--- src/rtl/mem_bus_initiator_pkg.sv ---
// Shared types and widths for the MEM-stage data-bus initiator.
// - DataWidth/AddrWidth/SelWidth: data bus, byte address and byte-enable widths.
// - mbi_state_e: 3-bit FSM state encoding.
// - word_align(): clears the byte offset of an address.
package mem_bus_initiator_pkg;

  localparam int unsigned DataWidth = 32;
  localparam int unsigned AddrWidth = 32;
  localparam int unsigned SelWidth  = 4;

  typedef enum logic [2:0] {
    StIdle  = 3'd0,
    StReq   = 3'd1,
    StWait  = 3'd2,
    StDone  = 3'd3,
    StDrain = 3'd4
  } mbi_state_e;

  function automatic logic [AddrWidth-1:0] word_align(input logic [AddrWidth-1:0] addr);
    return addr & ~AddrWidth'(3);
  endfunction

endpackage

--- src/rtl/mem_bus_initiator_if.sv ---
// Valid/ready data bus between the MEM-stage initiator and the data RAM responder.
// - master: drives bus_req_* and receives bus_req_ready plus the one-cycle response.
// - slave : the responder's view.
interface mem_bus_initiator_if;
  import mem_bus_initiator_pkg::*;

  logic                 bus_req_valid;
  logic                 bus_req_ready;
  logic                 bus_req_write;
  logic [AddrWidth-1:0] bus_req_addr;
  logic [SelWidth-1:0]  bus_req_sel;
  logic [DataWidth-1:0] bus_req_wdata;
  logic                 bus_resp_valid;
  logic [DataWidth-1:0] bus_resp_rdata;

  modport master (
    output bus_req_valid, bus_req_write, bus_req_addr, bus_req_sel, bus_req_wdata,
    input  bus_req_ready, bus_resp_valid, bus_resp_rdata
  );

  modport slave (
    input  bus_req_valid, bus_req_write, bus_req_addr, bus_req_sel, bus_req_wdata,
    output bus_req_ready, bus_resp_valid, bus_resp_rdata
  );

endinterface

--- src/rtl/mem_bus_initiator.sv ---
// MEM-stage data-bus master. Converts a pending load/store into one valid/ready bus
// transaction, stalls the pipeline until the response returns and holds the last read word
// for MEMWB.
// Ports:
// - clk, rst                  : core clock, synchronous active-high reset
// - stall_current_stage, flush: external MEM stall and instruction kill
// - mem_read_flag/mem_write_flag, mem_sel, mem_addr, mem_write_data: MEM-stage request
// - bus                       : request/response bus (master side)
// - stall_request             : hold IF..MEM while the access is outstanding
// - ram_read_data             : last completed read word
// - bus_error                 : one-cycle pulse on the first DONE cycle after a timeout
module mem_bus_initiator
  import mem_bus_initiator_pkg::*;
#(
  parameter int unsigned TIMEOUT_CYCLES = 256,
  parameter int unsigned CNT_WIDTH      = 8
) (
  input  logic                 clk,
  input  logic                 rst,
  input  logic                 stall_current_stage,
  input  logic                 flush,
  input  logic                 mem_read_flag,
  input  logic                 mem_write_flag,
  input  logic [SelWidth-1:0]  mem_sel,
  input  logic [AddrWidth-1:0] mem_addr,
  input  logic [DataWidth-1:0] mem_write_data,
  mem_bus_initiator_if.master  bus,
  output logic                 stall_request,
  output logic [DataWidth-1:0] ram_read_data,
  output logic                 bus_error
);

  localparam logic [CNT_WIDTH-1:0] CntMax = CNT_WIDTH'(TIMEOUT_CYCLES - 1);

  mbi_state_e           state_q, state_d;
  logic                 write_q, write_d;
  logic [AddrWidth-1:0] addr_q, addr_d;
  logic [SelWidth-1:0]  sel_q, sel_d;
  logic [DataWidth-1:0] wdata_q, wdata_d;
  logic [CNT_WIDTH-1:0] cnt_q, cnt_d;
  logic [DataWidth-1:0] rdata_q, rdata_d;
  logic                 err_q, err_d;

  logic access;
  logic timeout;

  assign access  = (mem_read_flag | mem_write_flag) & ~flush;
  assign timeout = (cnt_q == CntMax);

  always_comb begin
    state_d = state_q;
    write_d = write_q;
    addr_d  = addr_q;
    sel_d   = sel_q;
    wdata_d = wdata_q;
    cnt_d   = cnt_q;
    rdata_d = rdata_q;
    err_d   = 1'b0;

    unique case (state_q)
      StIdle: begin
        // Request registers only load here, so they stay frozen for the whole REQ phase.
        if (access) begin
          write_d = mem_write_flag;
          addr_d  = word_align(mem_addr);
          sel_d   = mem_sel;
          wdata_d = mem_write_data;
          state_d = StReq;
        end
      end
      StReq: begin
        if (bus.bus_req_ready) begin
          // An accepted request cannot be withdrawn; a concurrent flush must drain it.
          cnt_d   = '0;
          state_d = flush ? StDrain : StWait;
        end else if (flush) begin
          state_d = StIdle;
        end
      end
      StWait: begin
        cnt_d = cnt_q + CNT_WIDTH'(1);
        if (flush) begin
          state_d = (bus.bus_resp_valid || timeout) ? StIdle : StDrain;
        end else if (bus.bus_resp_valid) begin
          if (!write_q) rdata_d = bus.bus_resp_rdata;
          state_d = StDone;
        end else if (timeout) begin
          err_d   = 1'b1;
          state_d = StDone;
        end
      end
      StDrain: begin
        // Counter keeps running from WAIT so a lost response cannot hang the drain.
        cnt_d = cnt_q + CNT_WIDTH'(1);
        if (bus.bus_resp_valid || timeout) state_d = StIdle;
      end
      StDone: begin
        // Hold here while externally stalled so the same access is not re-issued.
        if (!stall_current_stage || flush) state_d = StIdle;
      end
      default: state_d = StIdle;
    endcase
  end

  always_comb begin
    stall_request = ((state_q == StIdle) && access) || (state_q == StReq) ||
                    (state_q == StWait) || ((state_q == StDrain) && access);
  end

  always_ff @(posedge clk) begin
    if (rst) begin
      state_q <= StIdle;
      write_q <= 1'b0;
      addr_q  <= '0;
      sel_q   <= '0;
      wdata_q <= '0;
      cnt_q   <= '0;
      rdata_q <= '0;
      err_q   <= 1'b0;
    end else begin
      state_q <= state_d;
      write_q <= write_d;
      addr_q  <= addr_d;
      sel_q   <= sel_d;
      wdata_q <= wdata_d;
      cnt_q   <= cnt_d;
      rdata_q <= rdata_d;
      err_q   <= err_d;
    end
  end

  assign bus.bus_req_valid = (state_q == StReq);
  assign bus.bus_req_write = write_q;
  assign bus.bus_req_addr  = addr_q;
  assign bus.bus_req_sel   = sel_q;
  assign bus.bus_req_wdata = wdata_q;
  assign ram_read_data     = rdata_q;
  assign bus_error         = err_q;

endmodule
--- src/flat_wrapper.sv ---
// flat-port wrapper written by rule: the top's interface ports become plain ports
module mem_bus_initiator_flat import mem_bus_initiator_pkg::*;
#(
  parameter int unsigned TIMEOUT_CYCLES = 256,
  parameter int unsigned CNT_WIDTH      = 8
)
  (clk, rst, stall_current_stage, flush, mem_read_flag, mem_write_flag, mem_sel, mem_addr, mem_write_data, stall_request, ram_read_data, bus_error, bus_bus_req_valid, bus_bus_req_write, bus_bus_req_addr, bus_bus_req_sel, bus_bus_req_wdata, bus_bus_req_ready, bus_bus_resp_valid, bus_bus_resp_rdata);
  mem_bus_initiator_if bus_i ();
  input  logic clk;
  input  logic rst;
  input  logic stall_current_stage;
  input  logic flush;
  input  logic mem_read_flag;
  input  logic mem_write_flag;
  input  logic [SelWidth-1:0] mem_sel;
  input  logic [AddrWidth-1:0] mem_addr;
  input  logic [DataWidth-1:0] mem_write_data;
  output logic stall_request;
  output logic [DataWidth-1:0] ram_read_data;
  output logic bus_error;
  output wire logic [$bits(bus_i.bus_req_valid)-1:0] bus_bus_req_valid;
  output wire logic [$bits(bus_i.bus_req_write)-1:0] bus_bus_req_write;
  output wire logic [$bits(bus_i.bus_req_addr)-1:0] bus_bus_req_addr;
  output wire logic [$bits(bus_i.bus_req_sel)-1:0] bus_bus_req_sel;
  output wire logic [$bits(bus_i.bus_req_wdata)-1:0] bus_bus_req_wdata;
  input wire logic [$bits(bus_i.bus_req_ready)-1:0] bus_bus_req_ready;
  input wire logic [$bits(bus_i.bus_resp_valid)-1:0] bus_bus_resp_valid;
  input wire logic [$bits(bus_i.bus_resp_rdata)-1:0] bus_bus_resp_rdata;
  assign bus_bus_req_valid = bus_i.bus_req_valid;
  assign bus_bus_req_write = bus_i.bus_req_write;
  assign bus_bus_req_addr = bus_i.bus_req_addr;
  assign bus_bus_req_sel = bus_i.bus_req_sel;
  assign bus_bus_req_wdata = bus_i.bus_req_wdata;
  assign bus_i.bus_req_ready = bus_bus_req_ready;
  assign bus_i.bus_resp_valid = bus_bus_resp_valid;
  assign bus_i.bus_resp_rdata = bus_bus_resp_rdata;
  mem_bus_initiator #(.TIMEOUT_CYCLES(TIMEOUT_CYCLES), .CNT_WIDTH(CNT_WIDTH)) u_core (.clk(clk), .rst(rst), .stall_current_stage(stall_current_stage), .flush(flush), .mem_read_flag(mem_read_flag), .mem_write_flag(mem_write_flag), .mem_sel(mem_sel), .mem_addr(mem_addr), .mem_write_data(mem_write_data), .bus(bus_i), .stall_request(stall_request), .ram_read_data(ram_read_data), .bus_error(bus_error));
endmodule
--- config.mk ---
export PLATFORM = sky130hd
export DESIGN_NAME = mem_bus_initiator_flat
export DESIGN_NICKNAME = d
export VERILOG_FILES = /design/src/rtl/mem_bus_initiator_pkg.sv /design/src/rtl/mem_bus_initiator_if.sv /design/src/rtl/mem_bus_initiator.sv /design/src/flat_wrapper.sv
export SDC_FILE = /design/constraint.sdc
export NUM_CORES = 1
export LEC_CHECK = 0
export BUFFER_PORTS_ARGS = -buffer_cell sky130_fd_sc_hd__clkbuf_2
export CAP_MARGIN = 20
export CORE_ASPECT_RATIO = 1.5
export CORE_UTILIZATION = 45
export CTS_CLUSTER_SIZE = 12
export DETAILED_ROUTE_END_ITERATION = 10
export PLACE_DENSITY_LB_ADDON = 0.1
export SYNTH_ARGS = -nofsm -noshare
export SYNTH_HDL_FRONTEND = slang
export SYNTH_SLANG_ARGS = --single-unit
--- constraint.sdc ---
create_clock -name clk -period 1.9 [get_ports clk]
set_input_delay 0.19 -clock clk [delete_from_list [all_inputs] [get_ports clk]]
set_output_delay 0.19 -clock clk [all_outputs]
set_load 0.1 [all_outputs]
==> impl_metrics.ini, run 1 <==
[run_status]
status = finished, final reports clean

[sta]
finalCritPeriodShare_pct = 94.4
setup_violations = 0
hold_violations = 0
rsz0062_at_grt = false
maxSlewHeadroom_pct = 61.8
fin_tns_setup_ns = 0
skew_ns = 0.00747
min_period_ns = 1.79
slew_viol_final = 0
worst_pin_slew_ns = 0.575
max_freq_mhz = 557
fin_ws_ns = 0.106

[place]
hpwl_um = 8050
postPlaceCellArea_sq_um = 5350
place_ws_ns = 0.220
place_inst = 819
gp_congestion = 0.850
portBuffers = 207

[floorplanning]
initial_core_util_pct = 46.6
die_y_um = 120
die_width_um = 80.3
die-area_sq_um = 9600
ios = 212
rows = 42
coreArea_sq_um = 8880

[drt]
vias = 4143
wl_per_cell_um = 13.0
totalWireLength_um = 10800
routed_via_density = 4.96
drtIter0Drc = 151
drt-pass1-iter-count = 5
drc = 0
ant_nets = 0

[global_routing]
track_usage_pct = 23.2
grt_max_degree = 50
grt_antenna_before_repair = 0
grt.overflow.total = 0
grt_pass1_wl_um = 17300
grt_pass1_vias = 3874

[power_and_ir_drop]
swShare_pct = 33.0
p_clk_share_pct = 32.2
internal_power_mw = 3.64
power.total_mw = 5.44
p_leak_nw = 2.50
comb_power_share_pct = 22.4
seqPwrFrac_pct = 45.4
powerDensity_nw_per_um2 = 965
ir_drop_v = 0.000612
switchingPower_mw = 1.79

[logic_synthesis]
ys_seq_area_share_pct = 53.6
synthCells = 524
avgSynthCellArea_sq_um = 7.91
synth-seq-cells = 111
yosys.cell_types.count = 41
yosysWarnings = 0
synth_area_sq_um = 4140

[job]
drv_cap = 0

[min_path]
hold_class = input pin to flip-flop

[cells_and_area]
syn2layout_area_growth_pct = 36.0
design_area_sq_um = 5630
fin_cells = 835
fillers = 819
num_antenna_cells = 0
final_layout_size_suffix_gt1_share_pct = 33.2
fin_nets = 829

[worst_setup_path]
crit_path_max_fanout = 8
cp.arrival_ns = 1.60
critPathKind = flip-flop to primary output
endpoint_kind = primary output
crit_required_ns = 1.71
startpoint_type = flip-flop

[clock_network]
cts_buffer_depth = 2
clock_latency_ns = 0.34
clock-root-buffer = clkbuf_16
cts_sinks = 111
cts_buffers = 9
htree_num_levels = 3
cts_tree = built
clk_pin_slew_worst_paths_ns = 0.07
[layout make-up]
type	instances	area [sq um]	area share, %
clock inverter	2	13.8	0.244
sequential	111	2220	39.4
inverter	3	11.3	0.200
timing repair buffer	222	1220	21.6
clock buffer	14	264	4.69
multi-input combinational	373	1770	31.4
tap	110	138	2.44
[per-stage QoR]
| stage | utilization [%] | hold WS [ns] |
|---|---|---|
| after global routing | 63.4 | 0.0577 |
| after CTS | 63.4 | 0.0471 |
| after floorplan | - | 0.269 |
| after global placement | 60.3 | 0.413 |
| after detailed placement | 60.3 | 0.419 |
| final | 63.4 | 0.0584 |
[flip-flops by register name, indices dropped and copies added (netlist names)]
signal                    flops
u_core.bus.bus_req_sel        4
u_core.bus.bus_req_addr      30
u_core.state_q                3
u_core.bus_error              1
u_core.ram_read_data         32
u_core.bus.bus_req_wdata     32
u_core.bus.bus_req_write      1
u_core.cnt_q                  8
[power groups by stage]
stage,Combinational [mW],Clock [mW],Sequential (mW)
after floorplan,0.304,0,3.15
after global placement,1.21,0,2.51
after detailed placement,1.22,0,2.52
after CTS,1.23,1.81,2.47
after global routing,1.28,1.90,2.48
final,1.22,1.75,2.47
[what timing repair did]
action | in CTS | in global routing
buffers inserted | 0 | 0
gates resized for setup | 0 | 1
hold buffers | 0 | 0
setup endpoints to repair | 0 | 1
endpoints found under the hold margin | 0 | 0
[placed cells by master, fill, tap and decap left out, types with 3 or more instances in the layout]
cell | synthesis | final
clkbuf_1 | 22 | 3
buf_12 | 0 | 5
clkbuf_16 | 0 | 9
clkbuf_2 | 0 | 204
dfxtp_1 | 111 | 111
or3_1 | 3 | 3
nor2_1 | 10 | 10
o21ai_0 | 5 | 5
a21oi_1 | 109 | 109
nand2_1 | 202 | 202
inv_1 | 3 | 3
nor2b_1 | 3 | 3
nand3_1 | 3 | 3
buf_4 | 5 | 13
[cells in the mapped netlist, drive strengths merged]
| cell | instances | area share [%] |
|---|---|---|
| xnor2 | 2 | 0.42 |
| or4 | 2 | 0.36 |
| nor3b | 2 | 0.36 |
| nand4b | 1 | 0.21 |
| o21ai | 5 | 0.60 |
| nor3 | 2 | 0.24 |
| a211oi | 1 | 0.18 |
| nand2 | 202 | 18 |
| and3 | 1 | 0.15 |
| a22oi | 1 | 0.18 |
| and4 | 1 | 0.21 |
| a31oi | 1 | 0.15 |
| nor4 | 3 | 0.82 |
| nand4 | 2 | 0.30 |
| o221ai | 1 | 0.21 |
| o32ai | 1 | 0.21 |
| ha | 1 | 0.30 |
| dfxtp | 111 | 54 |
| xor2 | 1 | 0.21 |
| nand3b | 2 | 0.36 |
| buf | 16 | 2.5 |
| a2111oi | 2 | 0.42 |
| and4bb | 1 | 0.30 |
| or2 | 2 | 0.30 |
| nor2b | 3 | 0.45 |
| nand2b | 1 | 0.15 |
| or3 | 3 | 0.45 |
| conb | 1 | 0.091 |
| a21oi | 109 | 13 |
| nor4b | 1 | 0.36 |
| clkbuf | 22 | 2.0 |
| nor2 | 10 | 0.91 |
| o21a | 1 | 0.18 |
| nand3 | 3 | 0.36 |
| inv | 3 | 0.27 |
| o31ai | 2 | 0.36 |
| or4b | 1 | 0.24 |
[path summary, 6_finish.rpt]
| path | cells past startpoint | end | start | slack, ns |
|---|---|---|---|---|
| setup reg to reg | 6 | u_core.ram_read_data[21] | u_core.state_q[2] | 0.20 |
| setup / recovery | 4 | stall_request | u_core.state_q[0] | 0.11 |
| hold / removal | 3 | u_core.bus.bus_req_wdata[23] | mem_write_data[23] | 0.06 |
| hold reg to reg | 2 | u_core.bus.bus_req_sel[2] | u_core.bus.bus_req_sel[2] | 0.45 |
[cell families (layout without fill, tap and decap cells)]
logic type / after synthesis / after routing / synth area share, %
XOR/XNOR: 3 / 3 / 0.634
AO/OA/AOI/OAI: 124 / 124 / 15.7
flip-flops: 111 / 111 / 53.6
adder cells (fa/ha/maj): 1 / 1 / 0.302
other: 1 / 2 / 0.0905
buffers and inverters: 41 / 241 / 4.80
AND/OR/NAND/NOR: 243 / 243 / 24.9
[worst max-delay path, cell delays in order (launching register included)]
cell and delay (ns):
dfxtp_1 0.33, buf_4 0.17, or2_4 0.29, o32ai_4 0.26, buf_12 0.21
[per-layer routing]
metal  share of wire, %  vias up  global-route usage (%)
met1                 38     1855                    24.0
met5                  0        -                       0
met3                6.9       21                    7.15
met4                2.6        0                    9.26
met2                 52      154                    42.2
li1                   -     2113                       -
(Power assumes the default switching activity.)
==> inputs of run 2 (changes only) <==
--- a/config.mk
+++ b/config.mk
@@ -5,12 +5,12 @@
 export SDC_FILE = /design/constraint.sdc
 export NUM_CORES = 1
 export LEC_CHECK = 0
-export BUFFER_PORTS_ARGS = -buffer_cell sky130_fd_sc_hd__clkbuf_2
 export CAP_MARGIN = 20
 export CORE_ASPECT_RATIO = 1.5
-export CORE_UTILIZATION = 45
+export CORE_UTILIZATION = 52
 export CTS_CLUSTER_SIZE = 12
 export DETAILED_ROUTE_END_ITERATION = 10
+export DONT_BUFFER_PORTS = 1
 export PLACE_DENSITY_LB_ADDON = 0.1
 export SYNTH_ARGS = -nofsm -noshare
 export SYNTH_HDL_FRONTEND = slang
==> impl_metrics.ini, run 2 (synthesis results as in run 1) <==
[drt]
ant_nets = 0
drc = 0
wl_per_cell_um = 14.4
routed_via_density = 5.28
drtIter0Drc = 246
drt-pass1-iter-count = 4
vias = 3789
totalWireLength_um = 10400

[worst_setup_path]
cp.arrival_ns = 1.59
cpPeakStageDelay_ns = 0.39
crit_required_ns = 1.71
rr_startpoint = u_core.state_q[2]
crit_start = u_core.state_q[1]
crit_end = stall_request
reg2reg_to = u_core.cnt_q[7]
crit_cells = 3
r2r_slack_ns = 0.13
worstPathCellList = or2_1 -> o32ai_4 -> buf_6
critPathKind = flip-flop to primary output
endpoint_kind = primary output
cp_top_family = flip-flops
cp_num_buf_inv = 1
slowest_stage = dfxtp_1
startpoint_type = flip-flop
reg2regPathDepth = 5
crit_path_max_fanout = 9

[clock_network]
clock-root-buffer = clkbuf_16
clock_latency_ns = 0.34
cts_sinks = 111
cts_tree = built
htree_num_levels = 3
post_cts_buffers = 0
cts_buffers = 9
holdBufCountCts = 1
cts_buffer_depth = 2
clk_pin_slew_worst_paths_ns = 0.07

[global_routing]
grt_antenna_before_repair = 0
grt_pass1_wl_um = 15600
track_usage_pct = 24.3
grt_pass1_vias = 3387
grt.overflow.total = 0
grt_max_degree = 105

[sta]
max_freq_mhz = 562
skew_ns = 0.00568
finalCritPeriodShare_pct = 93.7
finalHoldWorstSlack_ns = -0.0818
setup_violations = 0
min_period_ns = 1.78
maxSlewHeadroom_pct = 65.1
fin_tns_setup_ns = 0
worst_pin_slew_ns = 0.522
slew_viol_final = 0
rsz0062_at_grt = false
hold_violations = 98

[place]
place_inst = 701
portBuffers = 0
gp_congestion = 0.833
postPlaceCellArea_sq_um = 4990
hpwl_um = 7300

[cells_and_area]
syn2layout_area_growth_pct = 28.4
layout_commonest_cell = nand2_1
final_layout_size_suffix_gt1_share_pct = 21.6
fin_cells = 718
num_antenna_cells = 0
fin_nets = 720
mostFrequentLayoutCells = nand2_1, dfxtp_1, a21oi_1, buf_4, nor2_1
design_area_sq_um = 5320

[floorplanning]
ios = 212
coreArea_sq_um = 7660
initial_core_util_pct = 54.1
die-area_sq_um = 8330
die_y_um = 111
die_width_um = 74.9
rows = 39

[run_status]
status = complete, but fails checks
violations = hold timing

[power_and_ir_drop]
powerDensity_nw_per_um2 = 1040
p_leak_nw = 2.11
ir_drop_v = 0.000670

[min_path]
hp-start = rst
hold_class = input pin to flip-flop

[job]
drv_cap = 0
-- run 2: cell types whose count changed in the layout (fill, tap and decap cells not counted), sizes merged, moves of 2 or more --
| cell | delta |
|---|---|
| clkinvlp | +2 |
| bufinv | +2 |
| clkbuf | -208 |
| buf | +94 |
-- run 2: final cells by class --
cell class              count  area, sq um
clock inverters             6         85.1
well taps                 102          128
multi-input cells         373         1760
clock buffers              10          229
inverters                   3         11.3
flip-flops and latches    111         2220
fillers                   631         2340
repair buffers            113          880
-- run 2: routing by layer --
| layer | part of all wire [%] | wire, um | GRT usage [%] | vias up |
|---|---|---|---|---|
| met5 | 0 | 0 | 0 | - |
| met4 | 3.2 | 330 | 12.8 | 0 |
| met3 | 9.0 | 937 | 7.82 | 26 |
| met2 | 50 | 5150 | 41.1 | 166 |
| met1 | 38 | 3950 | 26.1 | 1705 |
| li1 | - | - | - | 1892 |
-- run 2: repair_timing --
item	4_1_cts	5_1_grt
hold endpoints to repair	103	102
resized for setup	0	2
setup endpoints to repair	0	2
-- run 2: through the flow --
| step | worst slack, ns | power, mW | utilization [%] |
|---|---|---|---|
| 3_3_place_gp | 0.193 | 3.61 | 65.1 |
| 4_1_cts | 0.00584 | 5.58 | 69.4 |
| 6_report | 0.120 | 5.53 | 69.4 |
| 2_1_floorplan | 0.0801 | 3.45 | - |
| 5_1_grt | 0.0233 | 5.73 | 69.4 |
| 3_5_place_dp | 0.154 | 3.62 | 65.1 |
-- run 2: worst reg2reg max path: stages, from the launching register on --
cell and delay, ns:
dfxtp_1 0.42, and4bb_1 0.34, a211oi_1 0.06, buf_4 0.19
or4b_1 0.53, a21oi_1 0.16
-- run 2: worst min-delay path by stage --
stage / end / cells after the start
6_report: u_core.bus.bus_req_wdata[16] / 1
5_1_grt: u_core.bus.bus_req_write / 1
4_1_cts: u_core.bus.bus_req_wdata[31] / 1
3_5_place_dp: u_core.bus.bus_req_wdata[7] / 1
3_3_place_gp: u_core.bus.bus_req_wdata[16] / 1
2_1_floorplan: u_core.bus_error / 1
-- run 2: power by group --
group          switching [mW]  internal, mW  leakage [nW]
Clock                   0.805          1.15         0.148
Sequential             0.0344          2.42         0.904
Combinational           0.903         0.217          1.06
